**src/rtl/cpu6_trap_seq_if.sv**
```systemverilog
// Trap sequencer bus: trap requests and CSR values in, drain handshake, flush and CSR strobes out.
interface cpu6_trap_seq_if #(
    parameter int unsigned XLEN = 32,
    parameter int unsigned NIRQ = 4
);
    logic [NIRQ-1:0] irq;
    logic [NIRQ-1:0] irq_en;
    logic            csr_mstatus_mie_r;
    logic            illinstr;
    logic            mret;
    logic [XLEN-1:0] excp_pc;
    logic [XLEN-1:0] csr_mtvec;
    logic [XLEN-1:0] csr_mepc;
    logic            drain_ack;
    logic            drain_req;
    logic            stall;
    logic            flush_ena;
    logic [XLEN-1:0] flush_pc;
    logic            mepc_wr_ena;
    logic [XLEN-1:0] mepc_wr;
    logic [XLEN-1:0] mcause_wr;
    logic            mie_clr;
    logic            mie_restore;
    logic            drain_timeout;

    // Controller/datapath side
    modport master (
        output irq, irq_en, csr_mstatus_mie_r, illinstr, mret,
               excp_pc, csr_mtvec, csr_mepc, drain_ack,
        input  drain_req, stall, flush_ena, flush_pc, mepc_wr_ena,
               mepc_wr, mcause_wr, mie_clr, mie_restore, drain_timeout
    );

    // Sequencer side
    modport slave (
        input  irq, irq_en, csr_mstatus_mie_r, illinstr, mret,
               excp_pc, csr_mtvec, csr_mepc, drain_ack,
        output drain_req, stall, flush_ena, flush_pc, mepc_wr_ena,
               mepc_wr, mcause_wr, mie_clr, mie_restore, drain_timeout
    );
endinterface

```
**src/rtl/cpu6_trap_seq.sv**
```systemverilog
// cpu6 trap sequencer: arbitrates illegal-instruction / NIRQ interrupts / mret, drains the pipeline, issues flush.
// Optional vectored interrupt targets enabled by defining CPU6_TRAP_VECTORED_EN.
module cpu6_trap_seq #(
    parameter int unsigned XLEN          = 32,
    parameter int unsigned NIRQ          = 4,
    parameter int unsigned IRQ_CODE_BASE = 16,
    parameter int unsigned DRAIN_MAX     = 15
) (
    input  logic          clk,
    input  logic          reset,
    cpu6_trap_seq_if.slave bus
);

    localparam int unsigned CW = $clog2(DRAIN_MAX + 1);
    localparam logic [XLEN-1:0] IRQ_FLAG = {1'b1, {(XLEN-1){1'b0}}};
    localparam logic [XLEN-1:0] CAUSE_ILL = XLEN'(2);

    typedef enum logic [1:0] {
        IDLE  = 2'd0,
        DRAIN = 2'd1,
        FLUSH = 2'd2
    } state_t;

    state_t          state_q, state_d;
    logic [CW-1:0]   cnt_q, cnt_d;
    logic [XLEN-1:0] cause_q, cause_d;
    logic [XLEN-1:0] epc_q, epc_d;
    logic            ret_q, ret_d;
    logic            timeout_q, timeout_d;

    logic            drain_req_q, drain_req_d;
    logic            stall_q, stall_d;
    logic            flush_ena_q, flush_ena_d;
    logic [XLEN-1:0] flush_pc_q, flush_pc_d;
    logic            mepc_wr_ena_q, mepc_wr_ena_d;
    logic [XLEN-1:0] mepc_wr_q, mepc_wr_d;
    logic [XLEN-1:0] mcause_wr_q, mcause_wr_d;
    logic            mie_clr_q, mie_clr_d;
    logic            mie_restore_q, mie_restore_d;

    logic [NIRQ-1:0] pend;
    logic [XLEN-1:0] irq_code;
    logic [XLEN-1:0] base;
    logic [XLEN-1:0] trap_pc;

    assign pend = bus.irq & bus.irq_en & {NIRQ{bus.csr_mstatus_mie_r}};
    assign base = bus.csr_mtvec & ~XLEN'(3);

    // Lowest pending index wins
    always_comb begin
        irq_code = '0;
        for (int i = int'(NIRQ) - 1; i >= 0; i--) begin
            if (pend[i]) irq_code = XLEN'(IRQ_CODE_BASE) + XLEN'(i);
        end
    end

    // Trap redirect target from the latched cause
    always_comb begin
        trap_pc = base;
`ifdef CPU6_TRAP_VECTORED_EN
        if (bus.csr_mtvec[1:0] == 2'b01 && cause_q[XLEN-1])
            trap_pc = base + ((cause_q & ~IRQ_FLAG) << 2);
`else
        trap_pc = base;
`endif
    end

    // Next state, latches and next registered outputs
    always_comb begin
        state_d       = state_q;
        cnt_d         = cnt_q;
        cause_d       = cause_q;
        epc_d         = epc_q;
        ret_d         = ret_q;
        timeout_d     = timeout_q;
        drain_req_d   = 1'b0;
        stall_d       = 1'b0;
        flush_ena_d   = 1'b0;
        flush_pc_d    = '0;
        mepc_wr_ena_d = 1'b0;
        mepc_wr_d     = '0;
        mcause_wr_d   = '0;
        mie_clr_d     = 1'b0;
        mie_restore_d = 1'b0;

        unique case (state_q)
            IDLE: begin
                if (bus.illinstr) begin
                    cause_d = CAUSE_ILL;
                    epc_d   = bus.excp_pc;
                    ret_d   = 1'b0;
                    cnt_d   = '0;
                    state_d = DRAIN;
                end else if (|pend) begin
                    cause_d = IRQ_FLAG | irq_code;
                    epc_d   = bus.excp_pc;
                    ret_d   = 1'b0;
                    cnt_d   = '0;
                    state_d = DRAIN;
                end else if (bus.mret) begin
                    cause_d = '0;
                    epc_d   = '0;
                    ret_d   = 1'b1;
                    cnt_d   = '0;
                    state_d = DRAIN;
                end
            end
            DRAIN: begin
                if (bus.drain_ack) begin
                    state_d = FLUSH;
                end else if (cnt_q == CW'(DRAIN_MAX - 1)) begin
                    state_d   = FLUSH;
                    timeout_d = 1'b1;
                end else begin
                    cnt_d = cnt_q + CW'(1);
                end
            end
            FLUSH: state_d = IDLE;
            default: state_d = IDLE;
        endcase

        drain_req_d = (state_d == DRAIN);
        stall_d     = (state_d != IDLE);

        // FLUSH is only entered from DRAIN, so the latched request is stable here
        if (state_d == FLUSH) begin
            flush_ena_d = 1'b1;
            if (ret_q) begin
                flush_pc_d    = bus.csr_mepc;
                mie_restore_d = 1'b1;
            end else begin
                flush_pc_d    = trap_pc;
                mepc_wr_ena_d = 1'b1;
                mepc_wr_d     = epc_q;
                mcause_wr_d   = cause_q;
                mie_clr_d     = 1'b1;
            end
        end
    end

    always_ff @(posedge clk or negedge reset) begin
        if (!reset) begin
            state_q       <= IDLE;
            cnt_q         <= '0;
            cause_q       <= '0;
            epc_q         <= '0;
            ret_q         <= 1'b0;
            timeout_q     <= 1'b0;
            drain_req_q   <= 1'b0;
            stall_q       <= 1'b0;
            flush_ena_q   <= 1'b0;
            flush_pc_q    <= '0;
            mepc_wr_ena_q <= 1'b0;
            mepc_wr_q     <= '0;
            mcause_wr_q   <= '0;
            mie_clr_q     <= 1'b0;
            mie_restore_q <= 1'b0;
        end else begin
            state_q       <= state_d;
            cnt_q         <= cnt_d;
            cause_q       <= cause_d;
            epc_q         <= epc_d;
            ret_q         <= ret_d;
            timeout_q     <= timeout_d;
            drain_req_q   <= drain_req_d;
            stall_q       <= stall_d;
            flush_ena_q   <= flush_ena_d;
            flush_pc_q    <= flush_pc_d;
            mepc_wr_ena_q <= mepc_wr_ena_d;
            mepc_wr_q     <= mepc_wr_d;
            mcause_wr_q   <= mcause_wr_d;
            mie_clr_q     <= mie_clr_d;
            mie_restore_q <= mie_restore_d;
        end
    end

    assign bus.drain_req     = drain_req_q;
    assign bus.stall         = stall_q;
    assign bus.flush_ena     = flush_ena_q;
    assign bus.flush_pc      = flush_pc_q;
    assign bus.mepc_wr_ena   = mepc_wr_ena_q;
    assign bus.mepc_wr       = mepc_wr_q;
    assign bus.mcause_wr     = mcause_wr_q;
    assign bus.mie_clr       = mie_clr_q;
    assign bus.mie_restore   = mie_restore_q;
    assign bus.drain_timeout = timeout_q;

endmodule

```
**src/flat_wrapper.sv**
```systemverilog
// flat-port wrapper written by rule: the top's interface ports become plain ports
module cpu6_trap_seq_flat 
#(
    parameter int unsigned XLEN          = 32,
    parameter int unsigned NIRQ          = 4,
    parameter int unsigned IRQ_CODE_BASE = 16,
    parameter int unsigned DRAIN_MAX     = 15
)
  (clk, reset, bus_irq, bus_irq_en, bus_csr_mstatus_mie_r, bus_illinstr, bus_mret, bus_excp_pc, bus_csr_mtvec, bus_csr_mepc, bus_drain_ack, bus_drain_req, bus_stall, bus_flush_ena, bus_flush_pc, bus_mepc_wr_ena, bus_mepc_wr, bus_mcause_wr, bus_mie_clr, bus_mie_restore, bus_drain_timeout);
  cpu6_trap_seq_if #(.XLEN(XLEN), .NIRQ(NIRQ)) bus_i ();
  input  logic clk;
  input  logic reset;
  input wire logic [$bits(bus_i.irq)-1:0] bus_irq;
  input wire logic [$bits(bus_i.irq_en)-1:0] bus_irq_en;
  input wire logic [$bits(bus_i.csr_mstatus_mie_r)-1:0] bus_csr_mstatus_mie_r;
  input wire logic [$bits(bus_i.illinstr)-1:0] bus_illinstr;
  input wire logic [$bits(bus_i.mret)-1:0] bus_mret;
  input wire logic [$bits(bus_i.excp_pc)-1:0] bus_excp_pc;
  input wire logic [$bits(bus_i.csr_mtvec)-1:0] bus_csr_mtvec;
  input wire logic [$bits(bus_i.csr_mepc)-1:0] bus_csr_mepc;
  input wire logic [$bits(bus_i.drain_ack)-1:0] bus_drain_ack;
  output wire logic [$bits(bus_i.drain_req)-1:0] bus_drain_req;
  output wire logic [$bits(bus_i.stall)-1:0] bus_stall;
  output wire logic [$bits(bus_i.flush_ena)-1:0] bus_flush_ena;
  output wire logic [$bits(bus_i.flush_pc)-1:0] bus_flush_pc;
  output wire logic [$bits(bus_i.mepc_wr_ena)-1:0] bus_mepc_wr_ena;
  output wire logic [$bits(bus_i.mepc_wr)-1:0] bus_mepc_wr;
  output wire logic [$bits(bus_i.mcause_wr)-1:0] bus_mcause_wr;
  output wire logic [$bits(bus_i.mie_clr)-1:0] bus_mie_clr;
  output wire logic [$bits(bus_i.mie_restore)-1:0] bus_mie_restore;
  output wire logic [$bits(bus_i.drain_timeout)-1:0] bus_drain_timeout;
  assign bus_i.irq = bus_irq;
  assign bus_i.irq_en = bus_irq_en;
  assign bus_i.csr_mstatus_mie_r = bus_csr_mstatus_mie_r;
  assign bus_i.illinstr = bus_illinstr;
  assign bus_i.mret = bus_mret;
  assign bus_i.excp_pc = bus_excp_pc;
  assign bus_i.csr_mtvec = bus_csr_mtvec;
  assign bus_i.csr_mepc = bus_csr_mepc;
  assign bus_i.drain_ack = bus_drain_ack;
  assign bus_drain_req = bus_i.drain_req;
  assign bus_stall = bus_i.stall;
  assign bus_flush_ena = bus_i.flush_ena;
  assign bus_flush_pc = bus_i.flush_pc;
  assign bus_mepc_wr_ena = bus_i.mepc_wr_ena;
  assign bus_mepc_wr = bus_i.mepc_wr;
  assign bus_mcause_wr = bus_i.mcause_wr;
  assign bus_mie_clr = bus_i.mie_clr;
  assign bus_mie_restore = bus_i.mie_restore;
  assign bus_drain_timeout = bus_i.drain_timeout;
  cpu6_trap_seq #(.XLEN(XLEN), .NIRQ(NIRQ), .IRQ_CODE_BASE(IRQ_CODE_BASE), .DRAIN_MAX(DRAIN_MAX)) u_core (.clk(clk), .reset(reset), .bus(bus_i));
endmodule
```
**config.mk**
```make
export PLATFORM = sky130hd
export DESIGN_NAME = cpu6_trap_seq_flat
export DESIGN_NICKNAME = d
export VERILOG_FILES = /design/src/rtl/cpu6_trap_seq_if.sv /design/src/rtl/cpu6_trap_seq.sv /design/src/flat_wrapper.sv
export SDC_FILE = /design/constraint.sdc
export NUM_CORES = 1
export LEC_CHECK = 0
export ABC_AREA = 1
export CAP_MARGIN = 20
export CORE_ASPECT_RATIO = 1.2
export CORE_MARGIN = 5
export CORE_UTILIZATION = 30
export DETAILED_ROUTE_END_ITERATION = 10
export HOLD_SLACK_MARGIN = 0.15
export PLACE_DENSITY = 0.59
export SYNTH_ARGS = -nofsm -noshare
export SYNTH_HDL_FRONTEND = slang
export SYNTH_SLANG_ARGS = --single-unit
```
**constraint.sdc**
```tcl
create_clock -name clk -period 4.2 [get_ports clk]
set_input_delay 0.42 -clock clk [delete_from_list [all_inputs] [get_ports clk]]
set_output_delay 0.42 -clock clk [all_outputs]
set_load 0.01 [all_outputs]
```
==> flow_metrics.py <==
metrics = {
    "place": {
        "dp_hpwl_mm": 9.00,
        "routabilityCongestion": 0.838,
        "dpl_worst_slack_ns": 1.93,
        "io_buffers": 182,
    },
    "yosys": {
        "avgSynthCellArea_um2": 9.46,
        "ys_top_cells_by_area": "dfrtp_1 (61%), nand2_1 (17%), buf_4 (6.3%)",
        "ys_seq_area_share_pct": 61.3,
        "netlist_instances": 505,
        "synth_top_area_share_pct": 61.3,
        "netlist_area_um2": 4780,
        "synth-seq-cells": 117,
        "synth_cell_type_count": 24,
        "yosys.area.top_type": "dfrtp_1",
        "yosys_warnings": 0,
    },
    "global_route": {
        "grt_pass1_wl_mm": 21.1,
        "grt_remaining_overflow": 0,
        "grt_max_degree": 46,
        "grtUsageTotal_pct": 14.2,
        "antenna_found_initial": 0,
        "grt_pass1_vias": 4059,
    },
    "sta": {
        "holdWs_ns": 0.468,
        "clock.fmax_mhz": 492,
        "drv_slew": 0,
        "layout_worst_path_cycle_share_pct": 48.4,
        "final.setup.tns_ns": 0,
        "period_minus_slack_ns": 2.03,
        "fin_ws_ns": 2.17,
        "finalHoldViolCount": 0,
        "maxSlewHeadroom_pct": 32.7,
        "finalSetupViolCount": 0,
        "grt_setup_unrepaired": "no",
        "finClkSkew_ns": 0.00748,
        "tightest_slew_ns": 1.01,
    },
    "setup_path": {
        "crit_fanout": 38,
        "end_kind": "flip-flop",
        "cp.arrival_ns": 2.27,
        "crit_type": "reg2reg",
        "setup.worst_path.start_class": "flip-flop",
        "worstPathRequired_ns": 4.43,
    },
    "route": {
        "drt-wirelength-per-cell_um": 14.0,
        "ant_nets": 0,
        "via_per_inst": 4.18,
        "drc_errors": 0,
        "num_vias": 3789,
        "drtIter0Drc": 199,
        "drtPass1Iterations": 4,
        "totalWireLength_mm": 12.7,
    },
    "pwr": {
        "comb_power_share_pct": 29.5,
        "internal-power_mw": 2.93,
        "finalPower_mw": 4.31,
        "p_leak_nw": 3.49,
        "p_seq_share_pct": 37.0,
        "switchingPower_mw": 1.38,
        "pwr-share-clk_pct": 33.5,
        "ir_drop_mv": 0.293,
        "swShare_pct": 32.1,
        "p_per_area_nw_per_um2": 597,
    },
    "die": {
        "initial_core_util_pct": 30.6,
        "top_level_ports": 213,
        "die_h_um": 148,
        "fp.dieW_um": 125,
        "core-area_um2": 15600,
        "num_rows": 50,
        "die-area_um2": 18600,
    },
    "clocking": {
        "post_cts_resized": 0,
        "max-clock-path-buffers": 2,
        "cts_htree_levels": 4,
        "clock_latency_ns": 0.40,
        "cts_root_buffer": "clkbuf_16",
        "numClockSinks": 117,
        "clkTransAtPathRegs_ns": 0.06,
        "cts_made_buffers": 17,
        "cts_tree": "done",
    },
    "final_layout": {
        "n_fill_cell": 1539,
        "nets": 798,
        "area_delta_synth_final_pct": 51.1,
        "antenna_cells": 0,
        "drive_above_1_share_pct": 8.02,
        "seq_area_um2": 2930,
        "multi_input_area_um2": 1510,
    },
    "outcome": {
        "status": "finished, final reports clean",
    },
    "flow_run": {
        "cap_violations": 0,
    },
    "hold_path": {
        "hp-class": "reg2reg",
    },
}
==> cells by family (layout without fill, tap and decap cells) <==
group | Yosys count | in the layout | synth area share (%)
AO/OA/AOI/OAI | 7 | 7 | 0.890
buffers and inverters | 66 | 232 | 9.30
flip-flops | 117 | 117 | 61.3
other | 1 | 28 | 0.0785
adder cells (fa/ha/maj) | 2 | 2 | 0.524
AND/OR/NAND/NOR | 312 | 312 | 27.9
==> through the flow <==
stage,util [%],instance area [µm²],instances
after floorplan,-,4880,532
after detailed placement,42.3,6620,874
after global routing,46.2,7220,906
after global placement,42.2,6590,873
after CTS,46.2,7220,906
final,46.2,7220,906
==> what timing repair did <==
| action | in CTS | in global routing |
|---|---|---|
| hold buffers | 1 | 0 |
| endpoints found under the hold margin | 37 | 0 |
| buffers inserted | 0 | 0 |
==> final timing paths <==
| path | startpoint | to | slack, ns | cells after the start |
|---|---|---|---|---|
| setup / recovery | u_core.cnt_q[0] | u_core.bus.flush_pc[1] | 2.17 | 8 |
| hold / removal | u_core.epc_q[16] | u_core.epc_q[16] | 0.47 | 2 |
| max in group asynchronous | reset | u_core.epc_q[15] | 2.68 | 3 |
| hold reg to reg | u_core.epc_q[16] | u_core.epc_q[16] | 0.47 | 2 |
| min in group asynchronous | reset | u_core.bus.flush_pc[1] | 0.54 | 2 |
| setup reg to reg | u_core.cnt_q[0] | u_core.bus.flush_pc[1] | 2.17 | 8 |
==> routing by layer <==
layer / wire [µm] / global-route usage [%] / part of all wire [%] / vias up
li1: - / - / - / 1863
met1: 5560 / 17.5 / 44 / 1734
met2: 6120 / 24.0 / 48 / 179
met3: 859 / 4.20 / 6.8 / 13
met4: 170 / 4.83 / 1.3 / 0
met5: 0 / 0 / 0 / -
==> state kept, by name, summed over array words and instances, names as in the netlist, 2 cells and up <==
register,cells
u_core.state_q,2
u_core.epc_q,32
u_core.cnt_q,4
u_core.bus.flush_pc,32
u_core.bus.mepc_wr,32
u_core.cause_q,4
u_core.bus.mcause_wr,4
==> layout make-up <==
type / count / share of cell area, %
sequential: 117 / 40.6
tap: 208 / 3.61
multi-input combinational: 349 / 20.9
timing repair buffer: 187 / 26.0
clock buffer: 18 / 5.95
inverter: 14 / 0.728
clock inverter: 13 / 2.20
==> power groups by stage <==
| stage | Combinational [mW] | Sequential (mW) | Clock, mW |
|---|---|---|---|
| floorplan | 0.709 | 1.66 | 0 |
| global placement | 1.28 | 1.61 | 0 |
| detailed placement | 1.30 | 1.62 | 0 |
| CTS | 1.30 | 1.60 | 1.48 |
| global route | 1.43 | 1.64 | 1.54 |
| finish | 1.27 | 1.60 | 1.44 |
==> cell usage in the layout, fill, tap and decap left out, types with 2 or more instances in the layout <==
| cell | synthesis | final |
|---|---|---|
| o21ai_0 | 2 | 2 |
| ha_1 | 2 | 2 |
| clkdlybuf4s50_1 | 0 | 181 |
| clkinvlp_4 | 0 | 3 |
| bufinv_16 | 0 | 3 |
| nand4_1 | 5 | 5 |
| nor2_1 | 36 | 35 |
| nor2_4 | 11 | 11 |
| conb_1 | 1 | 28 |
| inv_2 | 5 | 5 |
| nand2_1 | 216 | 216 |
| clkinv_2 | 0 | 4 |
| buf_4 | 40 | 4 |
| o21bai_1 | 2 | 2 |
| nand3_1 | 40 | 40 |
| dfrtp_1 | 117 | 117 |
| inv_1 | 9 | 9 |
| nand2_2 | 2 | 2 |
| clkbuf_16 | 0 | 17 |
| clkinv_4 | 0 | 2 |
==> Yosys cell counts <==
| cell type | count |
|---|---|
| buf_4 | 40 |
| o21ai_1 | 1 |
| nand2_1 | 216 |
| clkbuf_4 | 1 |
| ha_1 | 2 |
| buf_6 | 3 |
| o31ai_1 | 1 |
| nand3_2 | 1 |
| nand3_1 | 40 |
| clkbuf_1 | 4 |
| dfrtp_1 | 117 |
| inv_1 | 9 |
| o21bai_1 | 2 |
| o21ai_0 | 2 |
| conb_1 | 1 |
| a21oi_1 | 1 |
| nor2_1 | 36 |
| nand4_1 | 5 |
| inv_2 | 5 |
| nor2_4 | 11 |
| nand2_2 | 2 |
| buf_12 | 1 |
| nand2_4 | 1 |
| buf_2 | 3 |
==> critical path, cell delays in order, from the launching register on <==
cell and delay (ns):
dfrtp_1 0.40, inv_1 0.07, ha_1 0.21, nand3_2 0.10, nand2_2 0.05, inv_2 0.09
nor2_4 0.06, inv_2 0.73, nor2_1 0.13
No activity file was read; power rests on OpenSTA's default activity.
